`config.mk`:
```
export PLATFORM = sky130hd
export DESIGN_NAME = iob_bus_merge
export DESIGN_NICKNAME = d
export VERILOG_FILES = /design/src/rtl/iob_bus_merge.sv
export SDC_FILE = /design/constraint.sdc
export NUM_CORES = 1
export LEC_CHECK = 0
export CORE_AREA = 4 4 105 107
export CTS_CLUSTER_DIAMETER = 200
export DETAILED_ROUTE_END_ITERATION = 12
export DIE_AREA = 0 0 109 111
export PLACE_DENSITY_LB_ADDON = 0.3
export SYNTH_ARGS = -nofsm -noshare
export SYNTH_HDL_FRONTEND = slang
export SYNTH_SLANG_ARGS = --single-unit
```
`constraint.sdc`:
```
create_clock -name clk -period 2.55 [get_ports clk]
set_input_delay 0.51 -clock clk [delete_from_list [all_inputs] [get_ports clk]]
set_output_delay 0.51 -clock clk [all_outputs]
set_load 0.005 [all_outputs]
```
`src/rtl/iob_bus_merge.sv`:
```
// rtl/iob_bus_merge.sv - merges instruction and data buses onto one native memory port
// One outstanding transaction; winning request is registered, response strobe steered back.
module iob_bus_merge #(
  parameter int ADDR_W     = 32,
  parameter int DATA_W     = 32,
  parameter int FIXED_PRIO = 0
) (
  input  logic                clk,
  input  logic                resetn,
  input  logic                i_valid,
  input  logic [ADDR_W-1:0]   i_addr,
  output logic [DATA_W-1:0]   i_rdata,
  output logic                i_ready,
  input  logic                d_valid,
  input  logic [ADDR_W-1:0]   d_addr,
  input  logic [DATA_W-1:0]   d_wdata,
  input  logic [DATA_W/8-1:0] d_wstrb,
  output logic [DATA_W-1:0]   d_rdata,
  output logic                d_ready,
  output logic                m_valid,
  output logic                m_instr,
  output logic [ADDR_W-1:0]   m_addr,
  output logic [DATA_W-1:0]   m_wdata,
  output logic [DATA_W/8-1:0] m_wstrb,
  input  logic [DATA_W-1:0]   m_rdata,
  input  logic                m_ready
);

  typedef enum logic {IDLE, BUSY} state_t;

  state_t              state_q;
  logic                last_data_q;
  logic                m_valid_q;
  logic                m_instr_q;
  logic [ADDR_W-1:0]   m_addr_q;
  logic [DATA_W-1:0]   m_wdata_q;
  logic [DATA_W/8-1:0] m_wstrb_q;

  logic grant_instr;
  logic done;

  // Instruction wins when alone, or on a tie in round-robin mode after a data grant.
  always_comb begin
    grant_instr = i_valid && (!d_valid || ((FIXED_PRIO == 0) && last_data_q));
  end

  // Gating with resetn drops the in-flight response during a synchronous reset.
  assign done    = (state_q == BUSY) && m_ready && resetn;
  assign i_ready = done && m_instr_q;
  assign d_ready = done && !m_instr_q;
  assign i_rdata = m_rdata;
  assign d_rdata = m_rdata;

  assign m_valid = m_valid_q;
  assign m_instr = m_instr_q;
  assign m_addr  = m_addr_q;
  assign m_wdata = m_wdata_q;
  assign m_wstrb = m_wstrb_q;

  always_ff @(posedge clk) begin
    if (!resetn) begin
      state_q     <= IDLE;
      last_data_q <= 1'b1;
      m_valid_q   <= 1'b0;
      m_instr_q   <= 1'b0;
      m_addr_q    <= '0;
      m_wdata_q   <= '0;
      m_wstrb_q   <= '0;
    end else if (state_q == IDLE) begin
      if (i_valid || d_valid) begin
        state_q   <= BUSY;
        m_valid_q <= 1'b1;
        m_instr_q <= grant_instr;
        m_addr_q  <= grant_instr ? i_addr : d_addr;
        m_wdata_q <= grant_instr ? '0 : d_wdata;
        m_wstrb_q <= grant_instr ? '0 : d_wstrb;
      end
    end else begin
      if (m_ready) begin
        state_q     <= IDLE;
        m_valid_q   <= 1'b0;
        last_data_q <= !m_instr_q;
      end
    end
  end

endmodule
```
==> After elaboration in Yosys (flattened, before gate mapping) <==
Cells that the tools add are included.
Widths: inputs -> output; s select.
{ "classes": {"eq_ne": 1, "n_mux": 9, "n_bitwise": 1, "reduce_logical": 13} }
{ "ops": {"columns": ["cell", "count"], "rows": [
  ["$mux 32", 2],
  ["$mux 1", 6],
  ["$reduce_and 2->1", 3],
  ["$logic_and 1x1->1", 5],
  ["$mux 4", 1],
  ["$logic_not 1->1", 2],
  ["$logic_or 1x1->1", 2],
  ["$ne 2x2->1 const B", 1],
  ["$reduce_bool 2->1", 1],
  ["$not 1->1", 1]
]} }
{ "word_totals": {"ff_bits": 72, "inputBits": 137, "output_inout_bits": 136, "word_cells": 31} }

==> Longest topological paths before layout <==
Gate-level depths: netlist of the first run.
{ "logic_depth": {"ltp_word": 4, "mapped_depth": 6, "depth_no_buf": 3} }

==> Worst setup path before layout of the first run <==
OpenSTA, ideal clock, no wires.
{ "synth_timing": {"path_type": "input port to output port", "startpoint": "input port resetn", "endpoint": "output port d_ready", "t_arrival_ns": 1.199, "required_ns": 2.040, "slack_ns": 0.841, "cell_stages": 4, "path_buffers": 2, "path_cell_list": "clkbuf_1 -> clkbuf_1 -> nand3_1 -> nor2_1"} }
{ "synth_via": {"elab_chain_len": 2} }
{ "synth_rtl": {"columns": ["item", "line_no", "rtl"], "rows": [
  ["start, declared", "9", "input logic resetn,"],
  ["$logic_and 1x1->1", "48", "assign done = (state_q == BUSY) && m_ready && resetn;"],
  ["$logic_and 1x1->1", "50", "assign d_ready = done && !m_instr_q;"],
  ["end, declared", "19", "output logic d_ready,"]
]} }
Every way passes these cells.

==> Worst setup path in the final report of the first run <==
{ "layout_timing": {"startpoint": "input port resetn", "endpoint": "output port i_ready"} }
{ "layout_via": {"elab_chain_len": 2} }
{ "layout_rtl": {"columns": ["item", "line_no", "rtl"], "rows": [
  ["$logic_and 1x1->1", "48", null],
  ["$logic_and 1x1->1", "49", "assign i_ready = done && m_instr_q;"],
  ["end, declared", "13", "output logic i_ready,"]
]} }
Every way passes these cells.

==> key figures, run 1 <==
Clocking
  • Post-cts sizing count: 0
  • TritonCTS clock tree: done
  • # H-tree levels: 3
  • Cts hold-fix bufs: 0
  • Clock Tree Buf Depth: 2
  • Root buffer cell: clkbuf_8
  • CTS sink count: 72
  • CTS buffer count: 9
  • Clk slew on worst S/H paths: 70 ps
  • Post-CTS setup repair buffer count: 0
  • Clock Latency Late Sink: about 350 ps

Detailed routing
  • Routed vias: 2,956
  • Total wire length: 10,700 µm
  • DRT Pass-1 Iters: 4
  • DRT antenna net count: 0
  • DRC errors left: 0
  • Routed len/inst: 18.1 µm
  • Starting DRT DRC Count: 151
  • Via density per instance: between 5 and 6

Worst setup path
  • Delay-heaviest family, CP: buffers and inverters
  • Critical Path End: i_ready
  • Critical path peak fanout: 2
  • WP data required: 2040 ps
  • WP buf/inv: 2
  • Worst path most repeated cell: clkdlybuf4s50_1
  • Worst path cell trace: clkdlybuf4s50_1 -> nand3_1 -> nor2_1 -> clkdlybuf4s50_1
  • Launching point of the worst reg2reg path: state_q$_SDFF_PN0_
  • Critical Path Stages: 4
  • CP Class: input port to output port
  • Largest stage delay, worst path: 510 ps
  • Arrival time worst endpoint: roughly 1700 ps
  • Slowest-stage cell, CP: clkdlybuf4s50_1
  • Crit start category: input port
  • R2R setup slack: roughly 870 ps
  • FF-to-FF path depth: 3
  • Critical R2R Capture: m_wdata[17]$_SDFFE_PN0P_
  • Critical path capture point type: output port
  • CP startpoint: resetn

Synthesis
  • Avg Inst Size Synth: 9.41 µm²
  • EDFF count, synth: 0
  • Count of cell types in the netlist: 24
  • Post-synth top cells: dfxtp_1, buf_4, o21ai_0
  • Fraction of registers with async set or reset after synthesis: 0%
  • Seq cells post-synth: approximately 70
  • Synth area leaders: dfxtp_1, buf_4, a22o_1
  • Yosys warning count: 0
  • Area leader, netlist: dfxtp_1
  • Post-Syn Area: 3280 µm²
  • Post-Synthesis Cells: 349
  • Ys flop type: dfxtp_1
  • Register area share after synthesis: between 40% and 50%
  • Post-synth top area share: 43.9%
  • Most common cell in the synthesized netlist: dfxtp_1
  • Syn Nets: 486

Timing
  • Final min period: 2250 ps
  • Slew Limit Fails: 0
  • Final Cycle Share: 88.4%
  • Worst Clk Skew: 8.19 ps
  • RSZ-0062 raised after global routing: no
  • Final Setup Violations: 0
  • Pin slew with the least headroom to its limit: approximately 820 ps
  • Max-slew headroom at the worst pin: between 40% and 50%
  • FMAX: 444 MHz
  • TNS Setup: 0 ps
  • Final Hold Violating Endpoints: 0

Power
  • Total chip power: between 2000 and 3000 µW
  • Clk network pwr share: 31.3%
  • Power share of the combinational group: 20.9%
  • Internal Power: 1930 µW
  • Worst vdd ir: 0.000208 V
  • Pwr/cell area: 546 nW/µm²
  • Share of total power in sequential cells: 47.8%
  • NetSw: 682 µW
  • Static leakage power: 0.00176 µW
  • Sw Share: 26.1%

Hold path
  • Hold/Removal Path Class: flip-flop to flip-flop

Final layout
  • Area of the multi-input gates: between 1000 and 1500 µm²
  • Filler cells: 965
  • Nets: 587
  • Layout cells sized above 1: 6.15%
  • Register Area: 1440 µm²
  • ANT cells: 0
  • Area grow syn2layout: 45.6%

Floorplan
  • Rows: 37
  • Io pins: 273
  • Die X-Extent: roughly 110 µm
  • Die Footprint: 12,100 µm²
  • Initial Util: 32.4%
  • CORE AREA: just over 10,000 µm²
  • Die height: 111 µm

GRT
  • Largest net degree at the start of global routing: 67
  • Vias in the first global route: roughly 2,800
  • GR Overflow Total: 0
  • All-Layer GR Usage: between 10% and 20%
  • Initial antenna violation count: 0
  • First-pass GRT wire length: 15,400 µm

Place
  • RD Place Congestion: 0.725
  • Post-DP HPWL: about 8200 µm
  • IO buf count: between 150 and 200

Run status
  • Outcome: completed

Run
  • Total of max-cap violations: 0
## how the worst min path moves through the flow
stage | from | to | slack (ps) | depth (start not counted)
3_3_place_gp | m_wdata[24]$_SDFFE_PN0P_ | m_wdata[24]$_SDFFE_PN0P_ | 460 | 1
6_report | m_wdata[21]$_SDFFE_PN0P_ | m_wdata[21]$_SDFFE_PN0P_ | 480 | 1
3_5_place_dp | m_wdata[18]$_SDFFE_PN0P_ | m_wdata[18]$_SDFFE_PN0P_ | 460 | 1
2_1_floorplan | m_wdata[0]$_SDFFE_PN0P_ | m_wdata[0]$_SDFFE_PN0P_ | 470 | 1
5_1_grt | m_wdata[18]$_SDFFE_PN0P_ | m_wdata[18]$_SDFFE_PN0P_ | 490 | 1
4_1_cts | m_wstrb[3]$_SDFFE_PN0P_ | m_wstrb[3]$_SDFFE_PN0P_ | 480 | 1
## power by group through the flow
stage,Sequential (µW),Combinational [µW],Clock (µW)
after floorplan,1280,283,0
after global placement,1270,546,0
after detailed placement,1280,552,0
after CTS,1250,555,854
after global routing,1260,587,901
final,1250,545,818
## flip-flops by register name, indices dropped and copies added (netlist names)
| register | count |
|---|---|
| m_addr | 32 |
| m_wstrb | 4 |
| state_q | 1 |
| last_data_q | 1 |
| m_wdata | 32 |
| m_instr | 1 |
| m_valid | 1 |
## cell families (layout without fill, tap and decap cells)
group,after synthesis,count (layout),synth area share (%)
AO/OA/AOI/OAI,138,138,27.7
flip-flops,72,72,43.9
AND/OR/NAND/NOR,42,42,6.63
buffers and inverters,97,203,21.8
## placed cells by master (no fill, tap or decap), types with 2 or more instances in the layout
cell             count
a22o_1              36
a31oi_1             32
buf_12               2
buf_4                7
clkbuf_8            10
clkdlybuf4s50_1    176
clkinv_2             2
clkinvlp_4           2
dfxtp_1             72
inv_1                2
nand2_1              3
nand3_1             33
nor2_1               2
o21ai_0             58
o21ai_1              6
## metrics by stage
step                      hold slack, ps  setup slack [ps]  std cells  instance area [µm²]  utilization, %
after floorplan                      474               841        349                 3280               -
after global placement               461               106        575                 4600            45.4
after detailed placement             463              53.4        575                 4600            45.4
after CTS                            485               280        591                 4780            47.1
after global routing                 494               226        591                 4780            47.1
final                                481               296        591                 4780            47.1
## layer usage
metal	GRT usage, %	share of wire [%]	wire length [µm]
met1	15.9	34	3690
met2	31.2	54	5750
met3	7.45	11	1200
met4	3.96	0.66	71
met5	0	0	0
## area by class of cell
| cell class | instances | area share [%] |
|---|---|---|
| timing repair buffer | 185 | 38.8 |
| sequential | 72 | 30.2 |
| multi-input combinational | 180 | 23.6 |
| tap | 136 | 3.56 |
| clock buffer | 10 | 2.88 |
| clock inverter | 6 | 0.890 |
| inverter | 2 | 0.157 |
(Power assumes the default switching activity.)
==> run 2, diff against run 1 <==
- MAX_ROUTING_LAYER: not set -> met4
==> run 2 against run 1 <==
Effect of this change:
- cell count unchanged
- die area did not move
- first-iteration DRC count shrank 3.3%
- wire length is 0.35% higher
- register-to-register slack about the same
- sequential power about the same
- flip-flop and latch count did not move
- via count about the same
- total power is essentially flat
- clock skew about the same
- critical path depth did not move
==> key figures, run 2 (synthesized netlist as in run 1, its figures left out) <==
Worst setup path
  • Critical path peak fanout: 2
  • Worst path most repeated cell: clkdlybuf4s50_1
  • CP Class: input port to output port
  • WP data required: roughly 2000 ps
  • FF-to-FF path depth: 3
  • Critical path capture point type: output port
  • Critical R2R Capture: m_wdata[17]$_SDFFE_PN0P_
  • R2R setup slack: 860 ps
  • Slowest-stage cell, CP: clkdlybuf4s50_1
  • Arrival time worst endpoint: approximately 1700 ps
  • Delay-heaviest family, CP: buffers and inverters
  • Worst path cell trace: clkdlybuf4s50_1 -> nand3_1 -> nor2_1 -> clkdlybuf4s50_1
  • WP buf/inv: 2
  • Crit start category: input port
  • Largest stage delay, worst path: between 500 and 600 ps
  • Launching point of the worst reg2reg path: state_q$_SDFF_PN0_

Floorplan
  • Rows: 37
  • Die Footprint: ~12,000 µm²
  • Io pins: between 200 and 300
  • Initial Util: between 30% and 40%
  • Die height: 111 µm
  • CORE AREA: 10,100 µm²
  • Die X-Extent: 109 µm

Detailed routing
  • Routed vias: roughly 3,000
  • DRT Pass-1 Iters: 4
  • DRC errors left: 0
  • Total wire length: 10,700 µm
  • Starting DRT DRC Count: 146
  • Routed len/inst: 18.2 µm
  • Via density per instance: 5.00
  • DRT antenna net count: 0

Hold path
  • Worst Hold Launch: m_wdata[21]$_SDFFE_PN0P_
  • Hold Path Cell Cnt: 1
  • Hold/Removal Path Class: flip-flop to flip-flop
  • Min-Delay Endpoint: m_wdata[21]$_SDFFE_PN0P_

Clocking
  • Clk slew on worst S/H paths: 70 ps
  • Clock Tree Buf Depth: 2
  • Root buffer cell: clkbuf_8
  • Post-CTS setup repair buffer count: 0
  • TritonCTS clock tree: done
  • Clock Latency Late Sink: between 300 and 400 ps
  • CTS buffer count: 9
  • Cts hold-fix bufs: 0
  • # H-tree levels: 3
  • Post-cts sizing count: 0
  • CTS sink count: 72

GRT
  • GR Overflow Total: 0
  • Vias in the first global route: 2,758
  • All-Layer GR Usage: between 10% and 20%
  • Largest net degree at the start of global routing: between 60 and 70
  • Initial antenna violation count: 0
  • First-pass GRT wire length: about 15,000 µm

Place
  • Post-DP HPWL: slightly above 8000 µm
  • Placed inst area: 4600 µm²
  • IO buf count: 176
  • RD Place Congestion: between 0.7 and 0.8

Final layout
  • Commonest non-fill, non-tap cells in the layout: clkdlybuf4s50_1, dfxtp_1, o21ai_0
  • ANT cells: 0
  • Area grow syn2layout: 45.6%
  • Commonest non-fill, non-tap cell in the layout: clkdlybuf4s50_1
  • Final instance area: 4780 µm²
  • Layout cells sized above 1: between 6 and 7%
  • Layout Utilization: 47.1%
  • Nets: 587

Timing
  • Final min period: 2250 ps
  • Min Hold Slack: 481 ps
  • Pin slew with the least headroom to its limit: just over 800 ps
  • FMAX: 444 MHz
  • Final Setup Violations: 0
  • Final Hold Violating Endpoints: 0
  • Final Cycle Share: 88.4%
  • Worst Clk Skew: 7.92 ps
  • Max-slew headroom at the worst pin: 44.5%
  • RSZ-0062 raised after global routing: no
  • Slew Limit Fails: 0
  • TNS Setup: 0 ps

Run status
  • Outcome: completed

Run
  • Total of max-cap violations: 0

Power
  • Worst vdd ir: 0.000209 V
  • Total chip power: ~2600 µW
  • Pwr/cell area: 547 nW/µm²
  • Static leakage power: 0.00176 µW
## run 2: worst max path at each step
stage,from,endpoint,slack (ps),depth (start not counted)
2_1_floorplan,resetn,d_ready,840,4
4_1_cts,resetn,i_ready,280,4
3_5_place_dp,resetn,m_wdata[17]$_SDFFE_PN0P_,50,4
6_report,resetn,i_ready,300,4
5_1_grt,resetn,i_ready,230,4
3_3_place_gp,resetn,m_wdata[11]$_SDFFE_PN0P_,110,4
## run 2: stage by stage
step                      worst slack [ps]  instances
after detailed placement              53.4        575
after global routing                   226        591
after global placement                 106        575
after floorplan                        841        349
after CTS                              280        591
final                                  296        591
## run 2: area by class of cell
type | instances | area, µm²
fill | 965 | 5360
timing repair buffer | 185 | 1850
sequential | 72 | 1440
multi-input combinational | 180 | 1130
tap | 136 | 170
clock buffer | 10 | 138
clock inverter | 6 | 42.5
inverter | 2 | 7.51
## run 2: routing by layer
layer,GRT usage [%],routed length [µm]
met1,16.1,3670
met2,31.1,5770
met3,7.40,1220
met4,3.96,73
met5,-,0
## run 2: report_power, final
group          switching (µW)  total [µW]  internal, µW
registers                44.7        1250          1200
clock network             437         818           381
logic                     201         546           345
total                     682        2610          1930
